**config.mk**
```make
export PLATFORM = sky130hd
export DESIGN_NAME = bs_frame_scheduler_flat
export DESIGN_NICKNAME = d
export VERILOG_FILES = /design/src/rtl/bs_pkg.sv /design/src/rtl/bs_frame_scheduler_if.sv /design/src/rtl/bs_bit_timer.sv /design/src/rtl/bs_frame_scheduler.sv /design/src/flat_wrapper.sv
export SDC_FILE = /design/constraint.sdc
export NUM_CORES = 1
export LEC_CHECK = 0
export ABC_AREA = 1
export CAP_MARGIN = 20
export CORE_MARGIN = 3
export CORE_UTILIZATION = 30
export DETAILED_ROUTE_END_ITERATION = 6
export PLACE_DENSITY = 0.51
export SLEW_MARGIN = 20
export SYNTH_ARGS = -nofsm -noshare
export SYNTH_HDL_FRONTEND = slang
export SYNTH_SLANG_ARGS = --single-unit
```
**constraint.sdc**
```tcl
create_clock -name clk -period 1.8 [get_ports clk]
set_clock_uncertainty 0.05 [all_clocks]
set_input_delay 0.36 -clock clk [delete_from_list [all_inputs] [get_ports clk]]
set_output_delay 0.36 -clock clk [all_outputs]
set_load 0.03 [all_outputs]
```
**src/rtl/bs_pkg.sv**
```systemverilog
// Shared backscatter definitions: frame size, FSM state encoding and character mapping.
package bs_pkg;

    localparam int unsigned FRAME_BITS = 12;

    typedef enum logic [1:0] {
        StIdle,
        StSend,
        StGap
    } bs_state_e;

    // Letter index of an ASCII byte: a-z and A-Z map to 0..25, anything else to 0.
    function automatic logic [4:0] alpha5(input logic [7:0] c);
        logic [4:0] a;
        a = 5'd0;
        if (c >= 8'h61 && c <= 8'h7a) begin
            a = 5'(c - 8'h61);
        end else if (c >= 8'h41 && c <= 8'h5a) begin
            a = 5'(c - 8'h41);
        end
        return a;
    endfunction

    // Frame layout, sent MSB first: six zero bits, a one marker, then the letter index.
    function automatic logic [FRAME_BITS-1:0] bs_frame(input logic [7:0] c);
        return {6'b000000, 1'b1, alpha5(c)};
    endfunction

endpackage

```
**src/rtl/bs_frame_scheduler_if.sv**
```systemverilog
// Two-requester character handshake between producers and the frame scheduler.
interface bs_frame_scheduler_if;

    logic       req0_valid;
    logic [7:0] req0_char;
    logic       req0_ready;
    logic       req1_valid;
    logic [7:0] req1_char;
    logic       req1_ready;

    modport master (
        output req0_valid,
        output req0_char,
        input  req0_ready,
        output req1_valid,
        output req1_char,
        input  req1_ready
    );

    modport slave (
        input  req0_valid,
        input  req0_char,
        output req0_ready,
        input  req1_valid,
        input  req1_char,
        output req1_ready
    );

endinterface

```
**src/rtl/bs_bit_timer.sv**
```systemverilog
// Bit-period timer: pulses tick on the last cycle of every T-cycle period while run is high.
module bs_bit_timer #(
    parameter int unsigned T = 4
) (
    input  logic clk,
    input  logic rst,
    input  logic run,
    output logic tick
);

    localparam int unsigned CntW = (T > 1) ? $clog2(T) : 1;
    localparam logic [CntW-1:0] CntLast = CntW'(T - 1);

    logic [CntW-1:0] cnt_q, cnt_d;

    // Count while running and wrap at T-1; held at zero while stopped.
    always_comb begin
        cnt_d = cnt_q;
        tick  = 1'b0;
        if (!run) begin
            cnt_d = '0;
        end else if (cnt_q == CntLast) begin
            cnt_d = '0;
            tick  = 1'b1;
        end else begin
            cnt_d = cnt_q + CntW'(1);
        end
    end

    // Counter register.
    always_ff @(posedge clk) begin
        if (rst) begin
            cnt_q <= '0;
        end else begin
            cnt_q <= cnt_d;
        end
    end

endmodule

```
**src/rtl/bs_frame_scheduler.sv**
```systemverilog
// Round-robin scheduler serialising characters from two requesters into 12-bit frames.
module bs_frame_scheduler
    import bs_pkg::*;
#(
    parameter int unsigned CLK_FREQ = 20000000,
    parameter int unsigned BIT_HZ   = 1,
    parameter int unsigned GAP_BITS = 0
) (
    input  logic                 clk,
    input  logic                 rst,
    input  logic                 enable,
    bs_frame_scheduler_if.slave  req,
    output logic                 bit_out,
    output logic                 busy,
    output logic                 frame_start,
    output logic                 grant_id
);

    localparam int unsigned T         = CLK_FREQ / BIT_HZ;
    localparam int unsigned GapCycles = GAP_BITS * T;
    localparam int unsigned GapW      = (GapCycles > 1) ? $clog2(GapCycles) : 1;
    localparam logic [GapW-1:0] GapLast = GapW'(GapCycles - 1);

    bs_state_e             state_q, state_d;
    logic [FRAME_BITS-1:0] frame_q, frame_d;
    logic [3:0]            bit_idx_q, bit_idx_d;
    logic [GapW-1:0]       gap_cnt_q, gap_cnt_d;
    logic                  bit_out_q, bit_out_d;
    logic                  frame_start_q, frame_start_d;
    logic                  grant_q, grant_d;
    logic                  last_grant_q, last_grant_d;
    logic                  ready0, ready1;
    logic                  tick;

    bs_bit_timer #(
        .T (T)
    ) u_bit_timer (
        .clk  (clk),
        .rst  (rst),
        .run  (state_q == StSend),
        .tick (tick)
    );

    // Round-robin accept strobes: a lone requester always wins, a tie goes away from last_grant.
    always_comb begin
        ready0 = 1'b0;
        ready1 = 1'b0;
        if (!rst && enable && state_q == StIdle) begin
            ready0 = req.req0_valid && (!req.req1_valid || last_grant_q);
            ready1 = req.req1_valid && (!req.req0_valid || !last_grant_q);
        end
    end

    assign req.req0_ready = ready0;
    assign req.req1_ready = ready1;

    // Next-state logic for the IDLE / SEND / GAP sequencer and its datapath.
    always_comb begin
        state_d       = state_q;
        frame_d       = frame_q;
        bit_idx_d     = bit_idx_q;
        gap_cnt_d     = gap_cnt_q;
        bit_out_d     = bit_out_q;
        frame_start_d = 1'b0;
        grant_d       = grant_q;
        last_grant_d  = last_grant_q;
        unique case (state_q)
            StIdle: begin
                bit_out_d = 1'b0;
                if (ready0 || ready1) begin
                    frame_d       = bs_frame(ready1 ? req.req1_char : req.req0_char);
                    bit_out_d     = frame_d[FRAME_BITS-1];
                    bit_idx_d     = 4'd0;
                    grant_d       = ready1;
                    last_grant_d  = ready1;
                    frame_start_d = 1'b1;
                    state_d       = StSend;
                end
            end
            StSend: begin
                if (tick) begin
                    if (bit_idx_q == 4'(FRAME_BITS - 1)) begin
                        bit_out_d = 1'b0;
                        bit_idx_d = 4'd0;
                        gap_cnt_d = '0;
                        state_d   = (GAP_BITS > 0) ? StGap : StIdle;
                    end else begin
                        // frame_q is shifted so the bit in flight always sits at the MSB.
                        bit_idx_d = bit_idx_q + 4'd1;
                        bit_out_d = frame_q[FRAME_BITS-2];
                        frame_d   = frame_q << 1;
                    end
                end
            end
            StGap: begin
                bit_out_d = 1'b0;
                if (gap_cnt_q == GapLast) begin
                    gap_cnt_d = '0;
                    state_d   = StIdle;
                end else begin
                    gap_cnt_d = gap_cnt_q + GapW'(1);
                end
            end
            default: begin
                state_d = StIdle;
            end
        endcase
    end

    // State and datapath registers; reset aborts any frame in flight.
    always_ff @(posedge clk) begin
        if (rst) begin
            state_q       <= StIdle;
            frame_q       <= '0;
            bit_idx_q     <= 4'd0;
            gap_cnt_q     <= '0;
            bit_out_q     <= 1'b0;
            frame_start_q <= 1'b0;
            grant_q       <= 1'b0;
            last_grant_q  <= 1'b1;
        end else begin
            state_q       <= state_d;
            frame_q       <= frame_d;
            bit_idx_q     <= bit_idx_d;
            gap_cnt_q     <= gap_cnt_d;
            bit_out_q     <= bit_out_d;
            frame_start_q <= frame_start_d;
            grant_q       <= grant_d;
            last_grant_q  <= last_grant_d;
        end
    end

    assign bit_out     = bit_out_q;
    assign busy        = (state_q != StIdle);
    assign frame_start = frame_start_q;
    assign grant_id    = grant_q;

endmodule

```
**src/flat_wrapper.sv**
```systemverilog
// flat-port wrapper written by rule: the top's interface ports become plain ports
module bs_frame_scheduler_flat import bs_pkg::*;
#(
    parameter int unsigned CLK_FREQ = 20000000,
    parameter int unsigned BIT_HZ   = 1,
    parameter int unsigned GAP_BITS = 0
)
  (clk, rst, enable, bit_out, busy, frame_start, grant_id, req_req0_valid, req_req0_char, req_req0_ready, req_req1_valid, req_req1_char, req_req1_ready);
  bs_frame_scheduler_if req_i ();
  input  logic clk;
  input  logic rst;
  input  logic enable;
  output logic bit_out;
  output logic busy;
  output logic frame_start;
  output logic grant_id;
  input wire logic [$bits(req_i.req0_valid)-1:0] req_req0_valid;
  input wire logic [$bits(req_i.req0_char)-1:0] req_req0_char;
  output wire logic [$bits(req_i.req0_ready)-1:0] req_req0_ready;
  input wire logic [$bits(req_i.req1_valid)-1:0] req_req1_valid;
  input wire logic [$bits(req_i.req1_char)-1:0] req_req1_char;
  output wire logic [$bits(req_i.req1_ready)-1:0] req_req1_ready;
  assign req_i.req0_valid = req_req0_valid;
  assign req_i.req0_char = req_req0_char;
  assign req_req0_ready = req_i.req0_ready;
  assign req_i.req1_valid = req_req1_valid;
  assign req_i.req1_char = req_req1_char;
  assign req_req1_ready = req_i.req1_ready;
  bs_frame_scheduler #(.CLK_FREQ(CLK_FREQ), .BIT_HZ(BIT_HZ), .GAP_BITS(GAP_BITS)) u_core (.clk(clk), .rst(rst), .enable(enable), .req(req_i), .bit_out(bit_out), .busy(busy), .frame_start(frame_start), .grant_id(grant_id));
endmodule
```
Word-level counts from Yosys, hierarchy flattened
Cells that the tools add are included.
W data, S select, Z words.
- reductions and logical operators: 27
- add/sub/neg operators: 5
- bitwise gates (word level): 2
- multiplexer cells: 28
- magnitude comparators: 4
- equal/unequal tests: 9
- operators with widths (kind ; count):
    $mux W11 ; 3
    $add A25 B1 Y25 const B ; 1
    $eq A25 B25 Y1 const B ; 1
    $pmux W11 S2 ; 1
    $ge A8 B7 Y1 const B ; 2
    $le A8 B7 Y1 const B ; 2
    $mux W4 ; 3
    $mux W1 ; 10
    $mux W5 ; 2
    $sub A5 B1 Y5 const B ; 2
    $mux W2 ; 4
    $mux W8 ; 1
    $pmux W4 S2 ; 1
    $reduce_and A4 Y1 ; 2
    $reduce_bool A2 Y1 ; 4
    $logic_and A1 B1 Y1 ; 6
    $ne A2 B1 Y1 const B ; 3
    $pmux W2 S3 ; 1
    $reduce_and A3 Y1 ; 2
    $add A4 B1 Y4 const B ; 1
    $eq A4 B4 Y1 const B ; 1
    $logic_not A1 Y1 ; 4
    $ne A2 B2 Y1 const B ; 2
    $pmux W1 S2 ; 2
    9 further kinds ; 14
- word-level logic and storage cells: 84
- flip-flop bits (word level): 47
- output and inout bits: 6
- bits of input ports: 21

Longest topological paths before layout
Gate-level depths: netlist (run 1).
- depth in word-level cells: 11
- mapped depth: 13

Modules after synthesis
A second synthesis (run 1) with hierarchy kept.
- cells, all modules: 383
- area total of the unflattened synthesis: 2474.9 um2
- by module, submodules not included (module ; times used ; cells each ; seq. area each (um2) ; area an instance (um2)):
    bs_bit_timer ; 1 ; 203 ; 500.5 ; 1325.0
    bs_frame_scheduler ; 1 ; 180 ; 400.4 ; 1149.9

Worst setup path after synthesis (run 1)
Ideal clock, no wire load.
- path kind: register to register
- start: register u_core.state_q[0]
- end: register u_core.frame_q[3]
- stages on the path, launching flop included: 9
- arrival: 1.822 ns
- library setup time: 0.118 ns
- setup slack: -0.190 ns
- path buffers: 2
- cell sequence: dfxtp_1 buf_6 nor2_4 nand2_4 nor2_1 nor2_2 buf_2 a21boi_1 a21oi_2
- elaborated cells on any way between the ends: 25
- RTL lines (element ; line ; text):
    from (decl) ; bs_frame_scheduler.sv:24 ; bs_state_e state_q, state_d;
    from (signal assigned) ; bs_frame_scheduler.sv:113 ; state_q <= StIdle;
    from (signal assigned) ; bs_frame_scheduler.sv:122 ; state_q <= state_d;
    $logic_not A2 Y1 ; bs_frame_scheduler.sv:48 ; if (!rst && enable && state_q == StIdle) begin
    $logic_and A1 B1 Y1 ; bs_frame_scheduler.sv:48 ;
    $mux W1 ; bs_frame_scheduler.sv:48 ;
    net req_req0_ready ; flat_wrapper.sv:19 ; output wire logic [$bits(req_i.req0_ready)-1:0] req_req0_ready;
    $logic_or A1 B1 Y1 ; bs_frame_scheduler.sv:70 ; if (ready0 || ready1) begin
    $ne A2 B2 Y1 (no line) ; n/a ;
    $reduce_and A4 Y1 (no line) ; n/a ;
    to (signal assigned) ; bs_frame_scheduler.sv:123 ; frame_q <= frame_d;
    to (decl) ; bs_frame_scheduler.sv:25 ; logic [FRAME_BITS-1:0] frame_q, frame_d;
The timed path passes the listed nets, and every way through them passes these cells. The select of a mux whose other input is x is not followed.
A chain may end at the register's enable or synchronous reset.

Final worst setup path (run 1)
- start: register u_core.u_bit_timer.cnt_q[1]
- end: register u_core.u_bit_timer.cnt_q[18]
- word-level cells in the longest chain between the ends: 2
- elaborated cells on any way between the ends: 3
- RTL lines (element ; line ; text):
    from (decl) ; bs_bit_timer.sv:14 ; logic [CntW-1:0] cnt_q, cnt_d;
    from (signal assigned) ; bs_bit_timer.sv:35 ; cnt_q <= cnt_d;
    branches (longest 2 deep; another with $add A25 B1 Y25) ; n/a ;
Several ways; the timed one is not identified.

==> summary.md, run 1 <==
| Metric | Value |
|---|---|
| Final critical path time including I/O delays and setup | around 1.8 ns |
| Post-detailed-route DRC marker count | 0 |
| Io pins | 27 |
| Worst vdd rail ir drop | slightly above 300 uV |
| Number of design-rule violations left by the first detailed-router iteration | ~60 |
| Sort of element at the start of the critical path | flip-flop |
| Fraction of the yosys area taken by sequential cells | roughly a third |
| Number of H-tree levels | 2 |
| Worst hold stages | 2 |
| Number of synthesized flops with an enable pin | 0 |
| Area of the die | a little under 0.01 mm2 |
| Total Routed Length | between 5 and 6 mm |
| Clock tree from TritonCTS | yes |
| Number of vias per cell after detailed routing | about 4.5 |
| Final worst-path setup slack | ~0.033 ns |
| R2r startpoint | u_core.u_bit_timer.cnt_q[1]$_SDFF_PP0_ |
| R2R depth | 11 |
| Number of antenna-violating nets in the routed design | 0 |
| Unrepaired setup endpoints after global routing | yes |
| Area Overhead vs Synth | 35.2% |
| Number of maximum-capacitance violations | 0 |
| Clock latency reported for the late side of the worst-skew pair | 0.30 ns |
| Routed wire length per instance | 10.9 um |
| Worst setup path class | flip-flop to flip-flop |
| Top flip-flop cell by instance count after synthesis | sky130_fd_sc_hd__dfxtp_1 |
| Bufs and invs on worst path | 2 |
| Final net count | 436 |
| Category of cells accounting for the largest share of critical-path delay | simple AND/OR/NAND/NOR gates |
| Yosys warns | 0 |
| Share of the clock period used by the worst path after layout | between 90% and 100% |
| Critical-path maximum fanout | 4 |
| Final Instance Count excl. Fillers | between 500 and 600 |
| Crit end category | flip-flop |
| Count of pins over their slew limit | 0 |
| Sink count of the clock tree | 45 |
| End of the worst hold path | u_core.bit_out$_SDFFE_PP0P_ |
| Vias | 2342 |
| Post-placement cell count | between 400 and 500 |
| Global-route wire length before repair | 9.75 mm |
| Outcome | complete, no violations |
| CP peak stage delay | around 0.36 ns |
| Worst setup timing slack at the placement stage | -0.352 ns |
| Via count of the first global-routing pass | about 2200 |
| Buffer depth of the longest clock path | 2 |
| Leakage Power | 1.43 nW |
| Net count of the mapped netlist | 370 |
| Share of post-route cells with drive strength above 1 | 30.9% |
| End of the worst register-to-register path | u_core.u_bit_timer.cnt_q[18]$_SDFF_PP0_ |
| Final-report setup violation count | 0 |
| Total gr overflow | 0 |
| Area of the mapped netlist | 0.00259 mm2 |
| Share of flip-flops with an asynchronous set or reset after synthesis | 0% |
| Clock-pin transition on the worst setup and hold timing paths | around 0.08 ns |
| Distinct cell type count of the synthesized netlist | 43 |
| Core Region | roughly 0.0083 mm2 |
| Number of failing hold endpoints at the final stage | 0 |
| Required time of the critical path | 1.95 ns |
| Placement Rows | 33 |
| Minimum setup slack among reg-to-reg paths | 0.03 ns |
| Inserted Diodes | 0 |
| Hold buffers post-CTS | 0 |
| Startpoint of the lowest-slack hold path | u_core.frame_q[10]$_SDFFE_PP0P_ |
| Y dimension of the die | 98.9 um |
| Cell with the biggest individual delay on the critical path | sky130_fd_sc_hd__dfxtp_2 |
| Root buf cell | sky130_fd_sc_hd__clkbuf_8 |
| Port buffer count | 24 |
| Number of buffers added by the clock tree synthesis step | 5 |
| GRT Overall Usage | 12.0% |
| Number of detailed-routing iterations run before antenna repair | 4 |
| Effective utilization at floorplan | between 30% and 40% |
| Least-Margin Pin Slew | between 0.3 and 0.4 ns |
| Post-synthesis register bit count | 45 |
| Worst max-slew margin expressed relative to the limit | 73.3% |
| Initial antenna violation count | 0 |
| Commonest cells after routing, fill and taps aside | 73 x sky130_fd_sc_hd__nand2_1, 42 x sky130_fd_sc_hd__dfxtp_1, 37 x sky130_fd_sc_hd__buf_4 |
| Ordered list of cells on the worst path | ha_4 > nand2_2 > inv_2 > nand3_4 > buf_6 > nor2_4 > nand4_1 > nor3_2 > nand2_1 > nand2_1 > a21boi_1 |
| Most common cell after layout, fill and taps aside | sky130_fd_sc_hd__nand2_1 |
| Largest net degree at the start of global routing | 21 |
| Power per unit of standard cell area | slightly above 600 mW/mm2 |
| Post-Synthesis Cells | about 350 |
| Final GP Congestion | roughly 0.81 |
| Crit-path most repeated cell | sky130_fd_sc_hd__nand2_1 |
| Die X | 98.9 um |
| Mean post-synth cell area | approximately 7.5 um2 |
| Achievable frequency | 566 MHz |
| HPWL Detailed | around 4.3 mm |
| Path type of the worst min-delay path | flip-flop to flip-flop |
| Data arrival, critical path | between 1.5 and 2 ns |
==> sequential cells by signal, summed over array words and instances (netlist names) <==
name	flops
u_core.u_bit_timer.cnt_q	25
u_core.frame_q	11
u_core.bit_idx_q	4
u_core.bit_out	1
u_core.frame_start	1
u_core.grant_id	1
u_core.last_grant_q	1
u_core.state_q	1
==> stage by stage <==
stage	setup TNS (ns)	hold slack, ns	utilization, %	area (um2)	power, mW
after floorplan	0	0.368	-	2590	1.22
after CTS	0	0.425	38.9	3230	2.14
final	0	0.416	42.2	3500	2.13
after detailed placement	-4.81	0.409	37.4	3100	1.33
after global placement	-4.37	0.400	37.4	3100	1.33
after global routing	-1.82	0.452	42.2	3500	2.23
==> Yosys cell counts, types with 2 or more instances <==
master | instances | area, um2
sky130_fd_sc_hd__nand2_1 | 80 | 300
sky130_fd_sc_hd__dfxtp_1 | 45 | 901
sky130_fd_sc_hd__nor2_1 | 35 | 131
sky130_fd_sc_hd__inv_1 | 32 | 120
sky130_fd_sc_hd__nand3_1 | 24 | 120
sky130_fd_sc_hd__a21oi_1 | 19 | 95.1
sky130_fd_sc_hd__nor3_1 | 10 | 50.1
sky130_fd_sc_hd__nand2_2 | 7 | 43.8
sky130_fd_sc_hd__nor3_2 | 6 | 60.1
sky130_fd_sc_hd__o21ai_0 | 6 | 30.0
sky130_fd_sc_hd__xor2_1 | 6 | 52.6
sky130_fd_sc_hd__a21oi_2 | 5 | 43.8
sky130_fd_sc_hd__inv_2 | 5 | 18.8
sky130_fd_sc_hd__nand4_1 | 5 | 31.3
sky130_fd_sc_hd__nor2_4 | 5 | 56.3
sky130_fd_sc_hd__buf_2 | 4 | 20.0
sky130_fd_sc_hd__buf_6 | 4 | 45.0
sky130_fd_sc_hd__nand2_4 | 4 | 45.0
sky130_fd_sc_hd__nand3_2 | 4 | 40.0
sky130_fd_sc_hd__nor2_2 | 3 | 18.8
sky130_fd_sc_hd__o21ai_1 | 3 | 15.0
sky130_fd_sc_hd__o21bai_1 | 3 | 22.5
sky130_fd_sc_hd__or2_2 | 3 | 18.8
sky130_fd_sc_hd__xnor2_1 | 3 | 26.3
sky130_fd_sc_hd__a21boi_0 | 2 | 15.0
sky130_fd_sc_hd__ha_1 | 2 | 25.0
sky130_fd_sc_hd__nand3_4 | 2 | 35.0
sky130_fd_sc_hd__nand3b_1 | 2 | 15.0
sky130_fd_sc_hd__nor2_8 | 2 | 40.0
sky130_fd_sc_hd__nor3b_2 | 2 | 25.0
sky130_fd_sc_hd__o22ai_1 | 2 | 12.5
==> layout make-up <==
cell class / count / area (um2)
multi-input cells: 255 / 1590
well taps: 105 / 131
clock buffers: 7 / 86.3
repair buffers: 68 / 602
clock inverters: 1 / 30.0
fillers: 861 / 4800
inverters: 38 / 148
flip-flops and latches: 45 / 907
==> power breakdown <==
part	internal, mW	switching (mW)	leakage [nW]
logic	0.143	0.164	1.01
registers	1.01	0.0142	0.365
clock network	0.453	0.345	0.0585
==> worst max path at each step <==
stage | from | to | slack (ns) | cells past startpoint
2_1_floorplan | u_core.state_q[0]$_SDFFE_PP0P_ | u_core.frame_q[4]$_SDFFE_PP0P_ | 0.07 | 13
3_3_place_gp | rst | u_core.frame_q[1]$_SDFFE_PP0P_ | -0.34 | 13
3_5_place_dp | rst | u_core.frame_q[3]$_SDFFE_PP0P_ | -0.35 | 13
4_1_cts | req_req0_valid | req_req0_ready | 0.005 | 6
5_1_grt | u_core.u_bit_timer.cnt_q[1]$_SDFF_PP0_ | u_core.u_bit_timer.cnt_q[18]$_SDFF_PP0_ | -0.14 | 11
6_report | u_core.u_bit_timer.cnt_q[1]$_SDFF_PP0_ | u_core.u_bit_timer.cnt_q[18]$_SDFF_PP0_ | 0.03 | 11
==> cells by family (layout without fill, tap and decap cells) <==
family          Yosys count  count (layout)  share of synthesized area (%)
buf+inv                  47             114                           8.70
xor+xnor                  9               9                           3.05
flops                    45              45                           34.8
fa+ha+maj                 2               2                          0.967
simple gates            199             199                           41.8
compound gates           45              45                           10.6
==> repair_timing <==
| item | 4_1_cts | 5_1_grt |
|---|---|---|
| buffers inserted | 1 | 13 |
| endpoints found under the setup margin | 7 | 43 |
| pin swaps | 1 | 18 |
| gates resized for setup | 5 | 48 |
==> tightest hold or removal path, cell delays in order (launching register included) <==
cell and delay, ns:
sky130_fd_sc_hd__dfxtp_1 0.30, sky130_fd_sc_hd__nand2_1 0.07, sky130_fd_sc_hd__o21ai_1 0.05
==> per-layer routing <==
layer  up-vias  routed length [um]  GRT usage, %
met1      1043                2670          15.2
met4         0                  80          4.83
met3         7                 204          2.34
met2        39                2690          20.0
li1       1253                   -             -
met5         -                   0             0
Note: power is estimated with default switching activity, not from simulation.
==> inputs of run 2 (changes only) <==
--- a/config.mk
+++ b/config.mk
@@ -5,12 +5,12 @@
 export SDC_FILE = /design/constraint.sdc
 export NUM_CORES = 1
 export LEC_CHECK = 0
-export ABC_AREA = 1
 export CAP_MARGIN = 20
-export CORE_MARGIN = 3
+export CORE_MARGIN = 1.5
 export CORE_UTILIZATION = 30
 export DETAILED_ROUTE_END_ITERATION = 6
 export PLACE_DENSITY = 0.51
+export SKIP_LAST_GASP = 1
 export SLEW_MARGIN = 20
 export SYNTH_ARGS = -nofsm -noshare
 export SYNTH_HDL_FRONTEND = slang
==> summary.md, run 2 <==
| Metric | Value |
|---|---|
| Total Routed Length | 5.36 mm (-5.0%) |
| Hold_ws | 0.410 ns (-0.00541 ns) |
| Critical-path maximum fanout | 4 (unchanged) |
| HPWL Detailed | 3.79 mm (-11%) |
| Total gr overflow | 0 (unchanged) |
| Most instantiated cells after synthesis | 45 x sky130_fd_sc_hd__dfxtp_1, 33 x sky130_fd_sc_hd__nor2_1, 29 x sky130_fd_sc_hd__nand2_1 |
| Failing checks | setup timing |
| Clock tree from TritonCTS | yes |
| Mean post-synth cell area | 8.18 um2 (+9.7%) |
| Power per unit of standard cell area | 563 mW/mm2 (-7.6%) |
| Global-route wire length before repair | 8.58 mm (-12%) |
| Area share of and/or/nand/nor cells after synthesis | 32.3% (-9.5 points) |
| Total length of routed met3 wires | 113 um (-45%) |
| Outcome | complete, but fails checks |
| Dominant combinational cell family by area after synthesis | simple AND/OR/NAND/NOR gates |
| Post-synthesis register bit count | 45 (unchanged) |
| Vias | 2140 (-8.6%) |
| Initial antenna violation count | 0 (unchanged) |
| Number of synthesized flops with an enable pin | 0 (unchanged) |
| Share of post-route cells with drive strength above 1 | 34.6% (+3.7 points) |
| Io pins | 27 (unchanged) |
| Post-Synthesis Cells | 271 (-22%) |
| Top flip-flop cell by instance count after synthesis | sky130_fd_sc_hd__dfxtp_1 |
| Effective utilization at floorplan | 30.7% (-0.45 points) |
| M1 WL | 2.70 mm (+0.90%) |
| Via count of the first global-routing pass | 1920 (-14%) |
| R2R depth | 6 (-5) |
| Net count of the mapped netlist | 294 (-21%) |
| Crit end category | flip-flop |
| Buffer depth of the longest clock path | 2 (unchanged) |
| Clock-pin transition on the worst setup and hold timing paths | 0.09 ns (about the same) |
| Fraction of the yosys area taken by sequential cells | 40.6% (+5.8 points) |
| Clock latency reported for the late side of the worst-skew pair | 0.31 ns (about the same) |
| Sink count of the clock tree | 45 (unchanged) |
| Total Neg Setup Slack | -0.0712 ns (-0.0712 ns) |
| Adder-cell area share of the yosys netlist | 1.13% (+0.16 points) |
| Final-report setup violation count | 3 (+3) |
| Most area-consuming cells after synthesis | sky130_fd_sc_hd__dfxtp_1 41%, sky130_fd_sc_hd__xnor2_1 6.3%, sky130_fd_sc_hd__nor2_1 5.6% |
| Worst max-slew margin expressed relative to the limit | 65.9% (-7.3 points) |
| Largest regs | u_core.u_bit_timer.cnt_q x25, u_core.frame_q x11, u_core.bit_idx_q x4 |
| Final GP Congestion | 0.759 (-6.1%) |
| Placement-stage cell area | 0.00302 mm2 (-2.7%) |
| Compound-gate portion of the synthesized area | 11.0% (+0.37 points) |
| Achievable frequency | 544 MHz (-3.9%) |
| Number of design-rule violations left by the first detailed-router iteration | 74 (+25%) |
| Post-synthesis share of cell area spent on xor and xnor gates | 9.48% (+6.4 points) |
| Leading cell type by number of instances after synthesis | sky130_fd_sc_hd__dfxtp_1 |
| Highest signal layer in the routed design | met4 |
| Worst setup path class | flip-flop to flip-flop |
| PnR Total Power | 1.94 mW (-8.8%) |
| Final worst-path setup slack | -0.0389 ns (-0.0716 ns) |
| Number of H-tree levels | 2 (unchanged) |
| Worst vdd rail ir drop | 240 uV (-21%) |
| Minimum setup slack among reg-to-reg paths | -0.04 ns (-0.07 ns) |
| Commonest cells after routing, fill and taps aside | 57 x sky130_fd_sc_hd__buf_4, 36 x sky130_fd_sc_hd__dfxtp_1, 28 x sky130_fd_sc_hd__nand2_1 |
| Unrepaired setup endpoints after global routing | yes |
| Post-layout instance area | 0.00345 mm2 (-1.3%) |
| Number of buffers added by the clock tree synthesis step | 5 (unchanged) |
| Least-Margin Pin Slew | 0.507 ns (+0.110 ns) |
| Y dimension of the die | 89.0 um (-10%) |
| Area of the mapped netlist | 0.00222 mm2 (-14%) |
| Inserted Diodes | 0 (unchanged) |
| Path type of the worst min-delay path | flip-flop to flip-flop |
| Share of the clock period used by the worst path after layout | 102% (+4.0 points) |
| Number of antenna-violating nets in the routed design | 0 (unchanged) |
| Fraction of synthesized area in multiplexers | 2.37% (+2.4 points) |
| R2r startpoint | u_core.u_bit_timer.cnt_q[1]$_SDFF_PP0_ |
| Required time of the critical path | 1.98 ns (+0.03 ns) |
| Yosys warns | 0 (unchanged) |
| Root buf cell | sky130_fd_sc_hd__clkbuf_8 |
| Die X | 89.0 um (-10%) |
| Routed wire length per instance | 11.7 um (+7.2%) |
| Placement Rows | 31 (-6.1%) |
| Number of maximum-capacitance violations | 0 (unchanged) |
| Core Region | 0.00721 mm2 (-13%) |
| Data arrival, critical path | 2.02 ns (+0.11 ns) |
| Final net count | 383 (-12%) |
| Cell type contributing the most total cell area after synthesis | sky130_fd_sc_hd__dfxtp_1 |
| Number of detailed-routing iterations run before antenna repair | 4 (unchanged) |
| Number of flip-flops in the largest register | 25 (unchanged) |
| Final critical path time including I/O delays and setup | 1.84 ns (+0.0716 ns) |
| Area Overhead vs Synth | 55.7% |
| End of the worst hold path | u_core.frame_q[8]$_SDFFE_PP0P_ |
| Number of failing hold endpoints at the final stage | 0 (unchanged) |
| Most common cell after layout, fill and taps aside | sky130_fd_sc_hd__buf_4 |
| Post-detailed-route DRC marker count | 0 (unchanged) |
| Number of vias per cell after detailed routing | 4.65 (+3.1%) |
| Share of flip-flops with an asynchronous set or reset after synthesis | 0% (unchanged) |
| Largest net degree at the start of global routing | 26 (+24%) |
| Worst hold stages | 2 (unchanged) |
| GRT Overall Usage | 14.0% (+2.0 points) |
| End of the worst register-to-register path | u_core.bit_idx_q[3]$_SDFFE_PP0P_ |
| Area of the die | 0.00791 mm2 (-19%) |
| Count of pins over their slew limit | 0 (unchanged) |
| Port buffer count | 24 (unchanged) |
| Top-area cell type share of the netlist area | 40.6% (+5.8 points) |
| Distinct cell type count of the synthesized netlist | 40 (-7.0%) |
| Leakage Power | 1.28 nW (-11%) |
| Largest register by flop count | u_core.u_bit_timer.cnt_q |
| Hold buffers post-CTS | 0 (unchanged) |
| Sort of element at the start of the critical path | flip-flop |
| Met2 WL post-DR | 2.48 mm (-8.0%) |
| Startpoint of the lowest-slack hold path | u_core.frame_q[7]$_SDFFE_PP0P_ |
## run 2: changes by cell type in the layout (fill, tap and decap cells not counted), moves of 7 or more
cell	change
sky130_fd_sc_hd__nand2_2	-9
sky130_fd_sc_hd__xnor2_1	+13
sky130_fd_sc_hd__inv_1	-21
sky130_fd_sc_hd__buf_4	+20
sky130_fd_sc_hd__dfxtp_2	+7
sky130_fd_sc_hd__nand2_1	-45
## run 2: logic make-up (layout without fill, tap and decap cells)
logic type,count (synthesis),in the layout
AND/OR/NAND/NOR,137,137
flip-flops,45,45
AO/OA/AOI/OAI,40,40
XOR/XNOR,24,24
buffers and inverters,18,108
multiplexers,5,5
adder cells (fa/ha/maj),2,2
## run 2: report_power, final
group	switching, mW	leakage (nW)	internal, mW	total (mW)
logic	0.109	0.861	0.124	0.233
registers	0.0112	0.368	1.01	1.02
clock network	0.372	0.0518	0.319	0.691
## run 2: cell type report
class / instances / area [um2]
timing repair buffer: 89 / 779
clock inverter: 2 / 17.5
multi-input combinational: 208 / 1490
inverter: 11 / 43.8
fill: 722 / 3760
tap: 99 / 124
sequential: 45 / 912
clock buffer: 6 / 82.6
## run 2: per-stage QoR
| stage | worst slack [ns] | utilization (%) | instances |
|---|---|---|---|
| after detailed placement | -0.218 | 41.8 | 444 |
| final | -0.0389 | 47.8 | 460 |
| after global routing | -0.119 | 47.8 | 460 |
| after floorplan | 0.00228 | - | 271 |
| after global placement | -0.238 | 41.8 | 444 |
| after CTS | -0.0893 | 45.4 | 459 |
## run 2: what timing repair did
| action | CTS | global route |
|---|---|---|
| gates cloned | 0 | 2 |
| setup endpoints to repair | 41 | 41 |
| resized for setup | 25 | 35 |
| pin swaps | 10 | 23 |
| setup buffers | 7 | 0 |
## run 2: how the worst max path moves through the flow
stage	from	end	slack, ns	depth (start not counted)
after floorplan	u_core.u_bit_timer.cnt_q[8]$_SDFF_PP0_	u_core.bit_idx_q[3]$_SDFFE_PP0P_	0.002	5
after global placement	req_req0_char[3]	u_core.frame_q[2]$_SDFFE_PP0P_	-0.24	6
after detailed placement	req_req1_char[3]	u_core.frame_q[2]$_SDFFE_PP0P_	-0.22	6
after CTS	u_core.u_bit_timer.cnt_q[15]$_SDFF_PP0_	u_core.bit_idx_q[3]$_SDFFE_PP0P_	-0.09	5
after global routing	u_core.u_bit_timer.cnt_q[1]$_SDFF_PP0_	u_core.bit_idx_q[3]$_SDFFE_PP0P_	-0.12	6
final	u_core.u_bit_timer.cnt_q[1]$_SDFF_PP0_	u_core.bit_idx_q[3]$_SDFFE_PP0P_	-0.04	6
## run 2: routing by layer
metal	up-vias	global-route usage, %
met1	978	18.5
li1	1134	-
met2	21	22.6
met5	-	0
met3	7	3.05
met4	0	5.03
## run 2: critical path: stages (launching register included)
cell and delay [ns]:
sky130_fd_sc_hd__dfxtp_2 0.36, sky130_fd_sc_hd__ha_4 0.14, sky130_fd_sc_hd__and4_4 0.23, sky130_fd_sc_hd__nand3_4 0.09, sky130_fd_sc_hd__or3_4 0.42, sky130_fd_sc_hd__or3b_1 0.36
sky130_fd_sc_hd__a21oi_1 0.12
